[src/rtl/ctl_pkg.sv]
// Shared encodings for the multi-cycle RV32I control unit:
// FSM states, opcodes, datapath mux selects and the legality check.
package ctl_pkg;

   typedef enum logic [2:0] {
      S_FETCH  = 3'd0,
      S_DECODE = 3'd1,
      S_EXEC   = 3'd2,
      S_MEM    = 3'd3,
      S_WB     = 3'd4,
      S_HALT   = 3'd5
   } state_t;

   localparam logic [6:0] OP_R      = 7'b0110011;
   localparam logic [6:0] OP_IMM    = 7'b0010011;
   localparam logic [6:0] OP_LOAD   = 7'b0000011;
   localparam logic [6:0] OP_STORE  = 7'b0100011;
   localparam logic [6:0] OP_BRANCH = 7'b1100011;
   localparam logic [6:0] OP_JAL    = 7'b1101111;

   localparam logic [2:0] F3_W   = 3'b010;
   localparam logic [2:0] F3_BEQ = 3'b000;
   localparam logic [2:0] F3_BNE = 3'b001;

   localparam logic [1:0] ALU_OP_ADD   = 2'b00;
   localparam logic [1:0] ALU_OP_SUB   = 2'b01;
   localparam logic [1:0] ALU_OP_FUNCT = 2'b10;

   localparam logic [1:0] PC_SRC_ALU = 2'b00;
   localparam logic [1:0] PC_SRC_BR  = 2'b01;
   localparam logic [1:0] PC_SRC_JMP = 2'b10;

   localparam logic [1:0] WB_SEL_ALU = 2'b00;
   localparam logic [1:0] WB_SEL_MEM = 2'b01;
   localparam logic [1:0] WB_SEL_PC  = 2'b10;

   localparam logic [1:0] SRC_B_RS2  = 2'b00;
   localparam logic [1:0] SRC_B_IMM  = 2'b01;
   localparam logic [1:0] SRC_B_FOUR = 2'b10;

   function automatic logic op_legal(
      input logic [6:0] op,
      input logic [2:0] f3,
      input logic       has_jal
   );
      logic ok;
      ok = 1'b0;
      unique case (1'b1)
         op == OP_R,
         op == OP_IMM:    ok = 1'b1;
         op == OP_LOAD,
         op == OP_STORE:  ok = (f3 == F3_W);
         op == OP_BRANCH: ok = (f3 == F3_BEQ) || (f3 == F3_BNE);
         op == OP_JAL:    ok = has_jal;
         default:         ok = 1'b0;
      endcase
      return ok;
   endfunction

endpackage

[src/rtl/multicycle_control_if.sv]
// Shared instruction/data memory port: request strobes out,
// single-cycle ready back from the memory.
interface multicycle_control_if;
   logic mem_req;
   logic mem_we;
   logic mem_addr_sel;
   logic mem_ready;

   modport master (
      output mem_req, mem_we, mem_addr_sel,
      input  mem_ready
   );

   modport slave (
      input  mem_req, mem_we, mem_addr_sel,
      output mem_ready
   );
endinterface

[src/rtl/mem_wait_timer.sv]
// Counts stalled cycles of the current memory request and flags
// a timeout once MEM_WAIT_MAX stalls have elapsed.
module mem_wait_timer #(
   parameter int MEM_WAIT_MAX = 15,
   parameter int CNT_W        = 4
) (
   input  logic clk,
   input  logic rst,
   input  logic clear,
   input  logic stall,
   output logic timeout
);

   localparam logic [CNT_W-1:0] LIMIT = CNT_W'(MEM_WAIT_MAX);

   logic [CNT_W-1:0] cnt;

   always_ff @(posedge clk or posedge rst) begin
      if (rst)
         cnt <= '0;
      else if (clear)
         cnt <= '0;
      else if (stall && cnt != '1)
         cnt <= cnt + CNT_W'(1);
   end

   assign timeout = (MEM_WAIT_MAX > 0) && (cnt == LIMIT);

endmodule

[src/rtl/multicycle_control.sv]
// Multi-cycle RV32I control FSM: FETCH/DECODE/EXEC/MEM/WB with
// memory stall tolerance, bus timeout and illegal-opcode trapping.
module multicycle_control
   import ctl_pkg::*;
#(
   parameter int MEM_WAIT_MAX = 15,
   parameter int CNT_W        = 4,
   parameter bit HAS_JAL      = 1'b1
) (
   input  logic       clk,
   input  logic       rst,
   input  logic [6:0] opcode,
   input  logic [2:0] funct3,
   input  logic       funct7_5,
   input  logic       zero,
   multicycle_control_if.master mem,
   output logic       ir_write,
   output logic       pc_write,
   output logic [1:0] pc_src,
   output logic       reg_write,
   output logic [1:0] wb_sel,
   output logic       alu_src_a,
   output logic [1:0] alu_src_b,
   output logic [1:0] alu_op,
   output logic [2:0] state_o,
   output logic       illegal,
   output logic       bus_err
);

   state_t state, nxt;

   logic is_r, is_imm, is_load, is_store;
   logic is_br, is_jal, legal, taken;
   logic req, we, asel;
   logic timeout, clear, stall;
   logic unused_f7;

   // funct7_5 is decoded by the datapath ALU control, not here
   assign unused_f7 = funct7_5;

   assign is_r     = (opcode == OP_R);
   assign is_imm   = (opcode == OP_IMM);
   assign is_load  = (opcode == OP_LOAD);
   assign is_store = (opcode == OP_STORE);
   assign is_br    = (opcode == OP_BRANCH);
   assign is_jal   = HAS_JAL && (opcode == OP_JAL);
   assign legal    = op_legal(opcode, funct3, HAS_JAL);
   assign taken    = ((funct3 == F3_BEQ) && zero)
                  || ((funct3 == F3_BNE) && !zero);

   assign stall = req && !mem.mem_ready;
   assign clear = (req && mem.mem_ready)
               || ((nxt == S_FETCH || nxt == S_MEM) && nxt != state);

   mem_wait_timer #(
      .MEM_WAIT_MAX (MEM_WAIT_MAX),
      .CNT_W        (CNT_W)
   ) u_timer (
      .clk     (clk),
      .rst     (rst),
      .clear   (clear),
      .stall   (stall),
      .timeout (timeout)
   );

   always_ff @(posedge clk or posedge rst) begin
      if (rst)
         state <= S_FETCH;
      else
         state <= nxt;
   end

   always_comb begin
      nxt = state;
      unique case (state)
         S_FETCH: begin
            if (mem.mem_ready)
               nxt = S_DECODE;
            else if (timeout)
               nxt = S_HALT;
         end
         S_DECODE: nxt = legal ? S_EXEC : S_HALT;
         S_EXEC: begin
            unique case (1'b1)
               is_r, is_imm:      nxt = S_WB;
               is_load, is_store: nxt = S_MEM;
               default:           nxt = S_FETCH;
            endcase
         end
         S_MEM: begin
            if (mem.mem_ready)
               nxt = is_store ? S_FETCH : S_WB;
            else if (timeout)
               nxt = S_HALT;
         end
         S_WB:    nxt = S_FETCH;
         default: nxt = S_HALT;
      endcase
   end

   always_comb begin
      req       = 1'b0;
      we        = 1'b0;
      asel      = 1'b0;
      ir_write  = 1'b0;
      pc_write  = 1'b0;
      pc_src    = PC_SRC_ALU;
      reg_write = 1'b0;
      wb_sel    = WB_SEL_ALU;
      alu_src_a = 1'b0;
      alu_src_b = SRC_B_RS2;
      alu_op    = ALU_OP_ADD;
      // reset must kill an in-flight request without waiting for a clock
      if (!rst) begin
         unique case (state)
            S_FETCH: begin
               req       = 1'b1;
               alu_src_b = SRC_B_FOUR;
               if (mem.mem_ready) begin
                  ir_write = 1'b1;
                  pc_write = 1'b1;
               end
            end
            S_DECODE: alu_src_b = SRC_B_IMM;
            S_EXEC: begin
               unique case (1'b1)
                  is_r: begin
                     alu_src_a = 1'b1;
                     alu_op    = ALU_OP_FUNCT;
                  end
                  is_imm: begin
                     alu_src_a = 1'b1;
                     alu_src_b = SRC_B_IMM;
                     alu_op    = ALU_OP_FUNCT;
                  end
                  is_load, is_store: begin
                     alu_src_a = 1'b1;
                     alu_src_b = SRC_B_IMM;
                  end
                  is_br: begin
                     alu_src_a = 1'b1;
                     alu_op    = ALU_OP_SUB;
                     pc_src    = PC_SRC_BR;
                     pc_write  = taken;
                  end
                  is_jal: begin
                     pc_write  = 1'b1;
                     pc_src    = PC_SRC_JMP;
                     reg_write = 1'b1;
                     wb_sel    = WB_SEL_PC;
                  end
                  default: ;
               endcase
            end
            S_MEM: begin
               req  = 1'b1;
               asel = 1'b1;
               we   = is_store;
            end
            S_WB: begin
               reg_write = 1'b1;
               wb_sel    = is_load ? WB_SEL_MEM : WB_SEL_ALU;
            end
            default: ;
         endcase
      end
   end

   always_ff @(posedge clk or posedge rst) begin
      if (rst) begin
         illegal <= 1'b0;
         bus_err <= 1'b0;
      end else begin
         if (state == S_DECODE && !legal)
            illegal <= 1'b1;
         if (stall && timeout)
            bus_err <= 1'b1;
      end
   end

   assign mem.mem_req      = req;
   assign mem.mem_we       = we;
   assign mem.mem_addr_sel = asel;
   assign state_o          = state;

endmodule

[src/flat_wrapper.sv]
// flat-port wrapper written by rule: the top's interface ports become plain ports
module multicycle_control_flat import ctl_pkg::*;
#(
   parameter int MEM_WAIT_MAX = 15,
   parameter int CNT_W        = 4,
   parameter bit HAS_JAL      = 1'b1
)
  (clk, rst, opcode, funct3, funct7_5, zero, ir_write, pc_write, pc_src, reg_write, wb_sel, alu_src_a, alu_src_b, alu_op, state_o, illegal, bus_err, mem_mem_req, mem_mem_we, mem_mem_addr_sel, mem_mem_ready);
  multicycle_control_if mem_i ();
  input  logic clk;
  input  logic rst;
  input  logic [6:0] opcode;
  input  logic [2:0] funct3;
  input  logic funct7_5;
  input  logic zero;
  output logic ir_write;
  output logic pc_write;
  output logic [1:0] pc_src;
  output logic reg_write;
  output logic [1:0] wb_sel;
  output logic alu_src_a;
  output logic [1:0] alu_src_b;
  output logic [1:0] alu_op;
  output logic [2:0] state_o;
  output logic illegal;
  output logic bus_err;
  output wire logic [$bits(mem_i.mem_req)-1:0] mem_mem_req;
  output wire logic [$bits(mem_i.mem_we)-1:0] mem_mem_we;
  output wire logic [$bits(mem_i.mem_addr_sel)-1:0] mem_mem_addr_sel;
  input wire logic [$bits(mem_i.mem_ready)-1:0] mem_mem_ready;
  assign mem_mem_req = mem_i.mem_req;
  assign mem_mem_we = mem_i.mem_we;
  assign mem_mem_addr_sel = mem_i.mem_addr_sel;
  assign mem_i.mem_ready = mem_mem_ready;
  multicycle_control #(.MEM_WAIT_MAX(MEM_WAIT_MAX), .CNT_W(CNT_W), .HAS_JAL(HAS_JAL)) u_core (.clk(clk), .rst(rst), .opcode(opcode), .funct3(funct3), .funct7_5(funct7_5), .zero(zero), .mem(mem_i), .ir_write(ir_write), .pc_write(pc_write), .pc_src(pc_src), .reg_write(reg_write), .wb_sel(wb_sel), .alu_src_a(alu_src_a), .alu_src_b(alu_src_b), .alu_op(alu_op), .state_o(state_o), .illegal(illegal), .bus_err(bus_err));
endmodule
[config.mk]
export PLATFORM = sky130hd
export DESIGN_NAME = multicycle_control_flat
export DESIGN_NICKNAME = d
export VERILOG_FILES = /design/src/rtl/ctl_pkg.sv /design/src/rtl/multicycle_control_if.sv /design/src/rtl/mem_wait_timer.sv /design/src/rtl/multicycle_control.sv /design/src/flat_wrapper.sv
export SDC_FILE = /design/constraint.sdc
export NUM_CORES = 1
export LEC_CHECK = 0
export ABC_AREA = 1
export CAP_MARGIN = 20
export CORE_MARGIN = 2
export CORE_UTILIZATION = 46
export DETAILED_ROUTE_END_ITERATION = 6
export PLACE_DENSITY = 0.91
export RECOVER_POWER = 25
export SYNTH_ARGS = -nofsm -noshare
export SYNTH_HDL_FRONTEND = slang
export SYNTH_SLANG_ARGS = --single-unit
export TNS_END_PERCENT = 30
[constraint.sdc]
create_clock -name clk -period 4.5 [get_ports clk]
set_clock_uncertainty 0.05 [all_clocks]
set_input_delay 0.675 -clock clk [delete_from_list [all_inputs] [get_ports clk]]
set_output_delay 0.675 -clock clk [all_outputs]
set_load 0.02 [all_outputs]
==> results of run 1 <==
-- routing by layer --
metal | track usage [%] | wire [µm]
met1 | 26.7 | 958
met2 | 38.4 | 1170
met3 | 6.79 | 144
met4 | 1.08 | 0
met5 | 0 | 0
-- worst register-to-register path: stages, from the launching register on --
cell	delay, ns
sky130_fd_sc_hd__dfrtp_1	0.50
sky130_fd_sc_hd__inv_2	0.13
sky130_fd_sc_hd__nand3_2	0.16
sky130_fd_sc_hd__nand2_4	0.14
sky130_fd_sc_hd__nand2_4	0.06
sky130_fd_sc_hd__nor3_4	0.21
sky130_fd_sc_hd__nand4_2	0.11
sky130_fd_sc_hd__xor2_1	0.18
sky130_fd_sc_hd__nor2_2	0.06
-- power breakdown --
part           leakage (nW)  switching, mW  total (mW)  internal [mW]
combinational         0.505         0.0143      0.0271         0.0128
clock                0.0177         0.0304      0.0632         0.0328
sequential            0.110              0      0.0809         0.0809
total                 0.633         0.0447       0.171          0.127
-- cells by family (layout without fill, tap and decap cells) --
group / after synthesis / count (layout)
AOI/OAI and AO/OA: 12 / 12
xor gates and xnor gates: 3 / 3
DFF: 9 / 9
and+or+nand+nor: 84 / 84
adders and majority gates: 1 / 1
buffers and inverters: 26 / 62
muxes: 1 / 1
-- path summary, 6_finish.rpt --
kind,slack (ns),end,depth (start not counted),startpoint
min in group asynchronous,0.99,u_core.bus_err,2,rst
max reg2reg,2.79,u_core.u_timer.cnt[3],8,u_core.state_o[2]
min,0.42,u_core.illegal,2,u_core.illegal
max in group asynchronous,3.07,u_core.state_o[2],2,rst
max,0.87,alu_src_a,5,rst
min reg2reg,0.42,u_core.illegal,2,u_core.illegal
-- synth_stat cells (2+ instances only) --
| master | number | share of area (%) |
|---|---|---|
| sky130_fd_sc_hd__nand2_1 | 31 | 13 |
| sky130_fd_sc_hd__nor2_1 | 21 | 8.9 |
| sky130_fd_sc_hd__inv_1 | 16 | 6.8 |
| sky130_fd_sc_hd__dfrtp_1 | 9 | 26 |
| sky130_fd_sc_hd__inv_2 | 9 | 3.8 |
| sky130_fd_sc_hd__nand3_1 | 9 | 5.1 |
| sky130_fd_sc_hd__nor3_1 | 6 | 3.4 |
| sky130_fd_sc_hd__a21oi_1 | 4 | 2.3 |
| sky130_fd_sc_hd__nand2_2 | 3 | 2.1 |
| sky130_fd_sc_hd__nand3_2 | 3 | 3.4 |
| sky130_fd_sc_hd__nor2_2 | 3 | 2.1 |
| sky130_fd_sc_hd__nand2_4 | 2 | 2.6 |
| sky130_fd_sc_hd__nor3_2 | 2 | 2.3 |
| sky130_fd_sc_hd__nor3_4 | 2 | 3.7 |
| sky130_fd_sc_hd__o21ai_1 | 2 | 1.1 |
| sky130_fd_sc_hd__xor2_1 | 2 | 2.0 |
-- registers in the layout, indices dropped and copies added, names as in the netlist --
name and flops:
u_core.illegal 1, u_core.u_timer.cnt 4, u_core.state_o 3, u_core.bus_err 1
-- layout make-up --
cell class	instances	area share [%]
Inverter	25	7.41
Sequential cell	9	17.8
Clock buffer	3	1.78
Timing Repair Buffer	33	26.1
Multi-Input combinational cell	101	44.1
Clock inverter	1	0.395
Tap cell	25	2.47
==> results.rst, run 1 <==
.. list-table::
   :header-rows: 1

   * - Metric
     - Value
   * - Count of mapped cells out of synthesis
     - 136
   * - Number of buffers added for setup after CTS
     - 0
   * - Fraction of the mapped netlist area in adder cells
     - 1.42%
   * - Worst hold margin
     - 0.416 ns
   * - Detail Placement HPWL
     - 1920 µm
   * - Clock-pin slew on the worst setup and hold paths
     - 0.06 ns
   * - Leading cell types in the layout, fill and taps excluded
     - 32 x sky130_fd_sc_hd__clkdlybuf4s50_1, 31 x sky130_fd_sc_hd__nand2_1, 21 x sky130_fd_sc_hd__nor2_1
   * - Via/cell ratio
     - 4.93
   * - Critical Path Sink Type
     - output port
   * - Count of max-cap constraint violations
     - 0
   * - Static leakage
     - 0.633 nW
   * - Worst setup margin
     - 0.869 ns
   * - DR WL/cell
     - 11.6 µm
   * - Top flip-flop cell by instance count after synthesis
     - sky130_fd_sc_hd__dfrtp_1
   * - Compound-gate portion of the synthesized area
     - 8.81%
   * - Shortest clock period the worst path allows after layout
     - 3.63 ns
   * - Instance area after placement
     - 1240 µm²
   * - Total wire length after detailed routing
     - 2280 µm
   * - Flop and latch count out of synthesis
     - 9
   * - Wire length of the first global-routing pass
     - 3440 µm
   * - Top fanout value on the critical path
     - 12
   * - Area inside the core boundary
     - 1760 µm²
   * - Number of buffers inserted during clock tree synthesis
     - 3
   * - Largest net degree at the start of global routing
     - 13
   * - Final number of max-transition violations
     - 0
   * - Mapped Avg Cell Area
     - 6.48 µm²
   * - Clock tree root buffer cell
     - sky130_fd_sc_hd__clkbuf_4
   * - Sum of negative setup slack
     - 0 ns
   * - PwrDens
     - 135 nW/µm²
   * - Cell area after synthesis
     - 881 µm²
   * - Mux share of post-synthesis cell area
     - 1.14%
   * - Number of global-route vias before repair
     - 834
   * - Post-synthesis cell type count
     - 28
   * - Number of setup violations in the final report
     - 0
   * - WS Path Type
     - primary input to output port
   * - Status
     - finished, final reports clean
   * - All-Layer GR Usage
     - 21.6%
   * - Sequential Area
     - 225 µm²
   * - Length of the first detailed-routing pass in iterations
     - 4
   * - Buf/Inv on CP
     - 3
   * - Arrival time of the worst setup path
     - 2.91 ns
   * - Number of buffers added on ports
     - 33
   * - Cell class contributing the biggest share of worst-path delay
     - buffers and inverters
   * - Die width
     - 47.8 µm
   * - Sum of internal, switching and leakage power
     - 0.171 mW
   * - CTS tree
     - yes
   * - Number of enable-type register cells in the synthesized netlist
     - 0
   * - Startpoint types
     - primary input
   * - Remaining antenna violation count
     - 0
   * - Y dimension of the die
     - 47.8 µm
   * - Finished Core Util
     - 71.8%
   * - Layout cell share with drive strength beyond 1
     - 16.9%
   * - Clock insertion delay at the later pin of the skew report
     - 0.26 ns
   * - Synthesized-area fraction occupied by xor and xnor cells
     - 2.98%
   * - # diodes
     - 0
   * - Area growth from synthesis to final layout
     - 43.7%
   * - Post-placement setup slack
     - 1.14 ns
   * - Slowest CP cell
     - sky130_fd_sc_hd__dlygate4sd3_1
   * - Number of placed I/O pins
     - 35
   * - Post-detailed-route DRC marker count
     - 0
   * - Number of DRC markers in iteration 0
     - 18
   * - Area enclosed by the die boundary
     - 2280 µm²
   * - Sequential fraction of the synthesis area
     - 25.6%
   * - Post-Synthesis Net Count
     - 152
   * - Starting density of the core
     - 49.9%
   * - Grt total ovfl
     - 0
   * - Largest vdd supply drop
     - 184 µV
   * - Post-cts gate resize count
     - 0
   * - Worst slew pin tran
     - 0.490 ns
   * - Cells along the critical path
     - dlygate4sd3_1 -> inv_1 -> nand2_1 -> a211oi_1 -> clkdlybuf4s50_1
   * - Highest Clock Rate
     - 275 MHz
   * - Number of non-filler instances in the completed layout
     - 197
   * - Final estimated routing congestion in global placement
     - 0.838
   * - Min-delay worst type
     - flop to flop
   * - Initial antenna violation count
     - 0
   * - CTS H-tree depth
     - 1
   * - Final period utilization
     - 80.7%
   * - Number of clock sinks seen by CTS
     - 9
   * - Leading cell type in the layout, fill and taps excluded
     - sky130_fd_sc_hd__clkdlybuf4s50_1
   * - Via total after detailed routing
     - 971
   * - Data required time at the worst endpoint
     - 3.77 ns
   * - CP peak stage delay
     - 0.66 ns
   * - Cells after DPL
     - 193
   * - Combinational family with the most area after synthesis
     - simple AND/OR/NAND/NOR gates
   * - Floorplan row count
     - 15
   * - Basic-gate share of the synthesized area counting and, or, nand and nor cells
     - 49.0%
   * - Warnings from Yosys
     - 0
   * - # fillers
     - 150
   * - Final layout net count
     - 189
   * - Area occupied by multi-input gates
     - 558 µm²
   * - Unrepaired setup endpoints after global routing
     - no
   * - Number of buffers on the longest clock path
     - 2
   * - Rel. slew slack
     - 67.3%
   * - Final hold violation count
     - 0
   * - Final std cell area, no fill
     - 1270 µm²
   * - FFs w/ async S/R, synth
     - 100%
   * - Total of hold buffers inserted after clock tree synthesis
     - 0
Power figures use the tool's default switching activity.
==> run 2, diff against run 1 <==
--- a/config.mk
+++ b/config.mk
@@ -8,9 +8,9 @@
 export ABC_AREA = 1
 export CAP_MARGIN = 20
 export CORE_MARGIN = 2
-export CORE_UTILIZATION = 46
+export CORE_UTILIZATION = 43
 export DETAILED_ROUTE_END_ITERATION = 6
-export PLACE_DENSITY = 0.91
+export PLACE_DENSITY = 0.86
 export RECOVER_POWER = 25
 export SYNTH_ARGS = -nofsm -noshare
 export SYNTH_HDL_FRONTEND = slang
==> constraint.sdc (replaced) <==
create_clock -name clk -period 3.8 [get_ports clk]
set_clock_uncertainty 0.05 [all_clocks]
set_input_delay 0.57 -clock clk [delete_from_list [all_inputs] [get_ports clk]]
set_output_delay 0.57 -clock clk [all_outputs]
set_load 0.02 [all_outputs]
==> results.rst, run 2 (same netlist as run 1, synthesis figures left out) <==
.. list-table::
   :header-rows: 1

   * - Metric
     - Value
   * - Arrival time of the worst setup path
     - 2.67 ns (-0.24 ns)
   * - Via/cell ratio
     - 4.99 (+1.2%)
   * - CP peak stage delay
     - 0.64 ns (-0.02 ns)
   * - Static leakage
     - 0.630 nW (-0.47%)
   * - Post-cts gate resize count
     - 0 (unchanged)
   * - Worst slew pin tran
     - 0.495 ns (+0.00559 ns)
   * - Final period utilization
     - 86.5%
   * - Clock-pin slew on the worst setup and hold paths
     - 0.05 ns (about the same)
   * - Starting density of the core
     - 45.4% (-4.6 points)
   * - Number of buffers added on ports
     - 33 (unchanged)
   * - Length of the first detailed-routing pass in iterations
     - 4 (unchanged)
   * - Area inside the core boundary
     - 1940 µm² (+10%)
   * - Slowest CP cell
     - sky130_fd_sc_hd__clkdlybuf4s50_1
   * - WS Path Type
     - primary input to output port
   * - Die width
     - 49.3 µm (+3.1%)
   * - DR WL/cell
     - 11.3 µm (-1.8%)
   * - Area growth from synthesis to final layout
     - 43.9% (about the same)
   * - Final estimated routing congestion in global placement
     - 0.834 (-0.51%)
   * - Wire length of the first global-routing pass
     - 3870 µm (+13%)
   * - Rel. slew slack
     - 66.9% (-0.37 points)
   * - Largest net degree at the start of global routing
     - 13 (unchanged)
   * - Shortest clock period the worst path allows after layout
     - 3.29 ns
   * - Total wire length after detailed routing
     - 2260 µm (-0.79%)
   * - Post-placement setup slack
     - 0.712 ns (-0.425 ns)
   * - Clock insertion delay at the later pin of the skew report
     - 0.26 ns (about the same)
   * - Worst setup margin
     - 0.514 ns (-0.355 ns)
   * - Area occupied by multi-input gates
     - 558 µm² (unchanged)
   * - Number of buffers inserted during clock tree synthesis
     - 3 (unchanged)
   * - Initial antenna violation count
     - 0 (unchanged)
   * - Number of non-filler instances in the completed layout
     - 199 (+1.0%)
   * - Post-detailed-route DRC marker count
     - 0 (unchanged)
   * - Cells along the critical path
     - clkdlybuf4s50_1 -> inv_1 -> nand2_1 -> a211oi_1 -> clkdlybuf4s50_1
   * - Detail Placement HPWL
     - 1900 µm (-0.87%)
   * - Register bank with the most flops
     - u_core.u_timer.cnt
   * - Final hold violation count
     - 0 (unchanged)
   * - Y dimension of the die
     - 49.3 µm (+3.1%)
   * - Flip-flop count of the largest register, all copies and words added
     - 4 (unchanged)
   * - Via total after detailed routing
     - 993 (+2.3%)
   * - Min-delay worst type
     - flop to flop
   * - Number of global-route vias before repair
     - 916 (+9.8%)
   * - Number of placed I/O pins
     - 35 (unchanged)
   * - Data required time at the worst endpoint
     - 3.18 ns (-0.59 ns)
   * - Unrepaired setup endpoints after global routing
     - no
   * - Number of buffers on the longest clock path
     - 2 (unchanged)
   * - All-Layer GR Usage
     - 20.3% (-1.2 points)
   * - # fillers
     - 182 (+21%)
   * - Count of max-cap constraint violations
     - 0 (unchanged)
   * - Sum of negative setup slack
     - 0 ns (unchanged)
   * - Number of setup violations in the final report
     - 0 (unchanged)
   * - Cells after DPL
     - 195 (+1.0%)
   * - Startpoint types
     - primary input
   * - Grt total ovfl
     - 0 (unchanged)
   * - Number of buffers added for setup after CTS
     - 0 (unchanged)
   * - Number of clock sinks seen by CTS
     - 9 (unchanged)
   * - # diodes
     - 0 (unchanged)
   * - Clock tree root buffer cell
     - sky130_fd_sc_hd__clkbuf_4
   * - Top fanout value on the critical path
     - 12 (unchanged)
   * - Highest Clock Rate
     - 304 MHz
   * - CTS H-tree depth
     - 1 (unchanged)
   * - Layout cell share with drive strength beyond 1
     - 16.3% (-0.58 points)
   * - Critical Path Sink Type
     - output port
   * - Area enclosed by the die boundary
     - 2430 µm² (+6.4%)
   * - Remaining antenna violation count
     - 0 (unchanged)
   * - Largest vdd supply drop
     - 181 µV (-1.7%)
   * - Floorplan row count
     - 16 (+1)
   * - Sequential Area
     - 225 µm² (unchanged)
   * - Status
     - finished, final reports clean
   * - Number of DRC markers in iteration 0
     - 13 (-5)
   * - Cell occurring most often along the worst timing path
     - sky130_fd_sc_hd__clkdlybuf4s50_1
   * - CTS tree
     - yes
   * - Final number of max-transition violations
     - 0 (unchanged)
   * - Total of hold buffers inserted after clock tree synthesis
     - 0 (unchanged)
   * - PwrDens
     - 158 nW/µm² (+17%)
   * - Leading cell types in the layout, fill and taps excluded
     - 33 x sky130_fd_sc_hd__clkdlybuf4s50_1, 31 x sky130_fd_sc_hd__nand2_1, 21 x sky130_fd_sc_hd__nor2_1
   * - Final layout net count
     - 189 (unchanged)
   * - Leading cell type in the layout, fill and taps excluded
     - sky130_fd_sc_hd__clkdlybuf4s50_1
==> run 2: critical path: cells and delay by family <==
family,cells,cell delay (ns)
AO/OA/AOI/OAI,1,0.23
buffers and inverters,3,1.62
AND/OR/NAND/NOR,1,0.25
==> run 2: final timing paths <==
kind | from | endpoint | slack [ns] | cells after the start
hold reg to reg | u_core.illegal | u_core.illegal | 0.41 | 2
setup reg to reg | u_core.u_timer.cnt[0] | u_core.u_timer.cnt[1] | 2.04 | 10
setup / recovery | rst | alu_src_a | 0.51 | 5
hold / removal | u_core.illegal | u_core.illegal | 0.41 | 2
max in group asynchronous | rst | u_core.state_o[1] | 2.57 | 2
min in group asynchronous | rst | u_core.u_timer.cnt[3] | 0.79 | 2
==> run 2: where the power goes <==
group          leakage [nW]  total (mW)  internal (mW)  switching [mW]
combinational         0.505      0.0320         0.0154          0.0166
sequential            0.110      0.0958         0.0958               0
clock                0.0150      0.0720         0.0404          0.0316
total                 0.630       0.200          0.152          0.0482
==> run 2: area by class of cell <==
class	instances	area share, %
clock buffer	4	2.07
sequential	9	17.8
inverter	25	7.40
timing repair buffer	33	26.1
tap	27	2.67
multi-input combinational	101	44.0
==> run 2: metrics by stage <==
step	hold slack, ns	utilization (%)	total power, mW	cell area (µm²)
finish	0.412	65.3	0.200	1270
global route	0.443	65.3	0.215	1270
CTS	0.417	65.3	0.203	1270
detailed placement	0.401	63.9	0.130	1240
global placement	0.399	63.9	0.129	1240
floorplan	0.481	-	0.111	881
==> run 2: metal layers <==
layer / global-route usage, % / vias up / wire length, µm
met2: 38.5 / 24 / 1150
met5: 0 / - / 0
met4: 4.29 / 0 / 17
li1: - / 512 / -
met3: 4.60 / 2 / 106
met1: 22.8 / 455 / 985
==> run 3, diff against run 2 <==
--- a/config.mk
+++ b/config.mk
@@ -6,7 +6,7 @@
 export NUM_CORES = 1
 export LEC_CHECK = 0
 export ABC_AREA = 1
-export CAP_MARGIN = 20
+export CAP_MARGIN = 15
 export CORE_MARGIN = 2
 export CORE_UTILIZATION = 43
 export DETAILED_ROUTE_END_ITERATION = 6
==> results of run 3 <==
Final layout, timing and power as in run 2 (identical DEF).
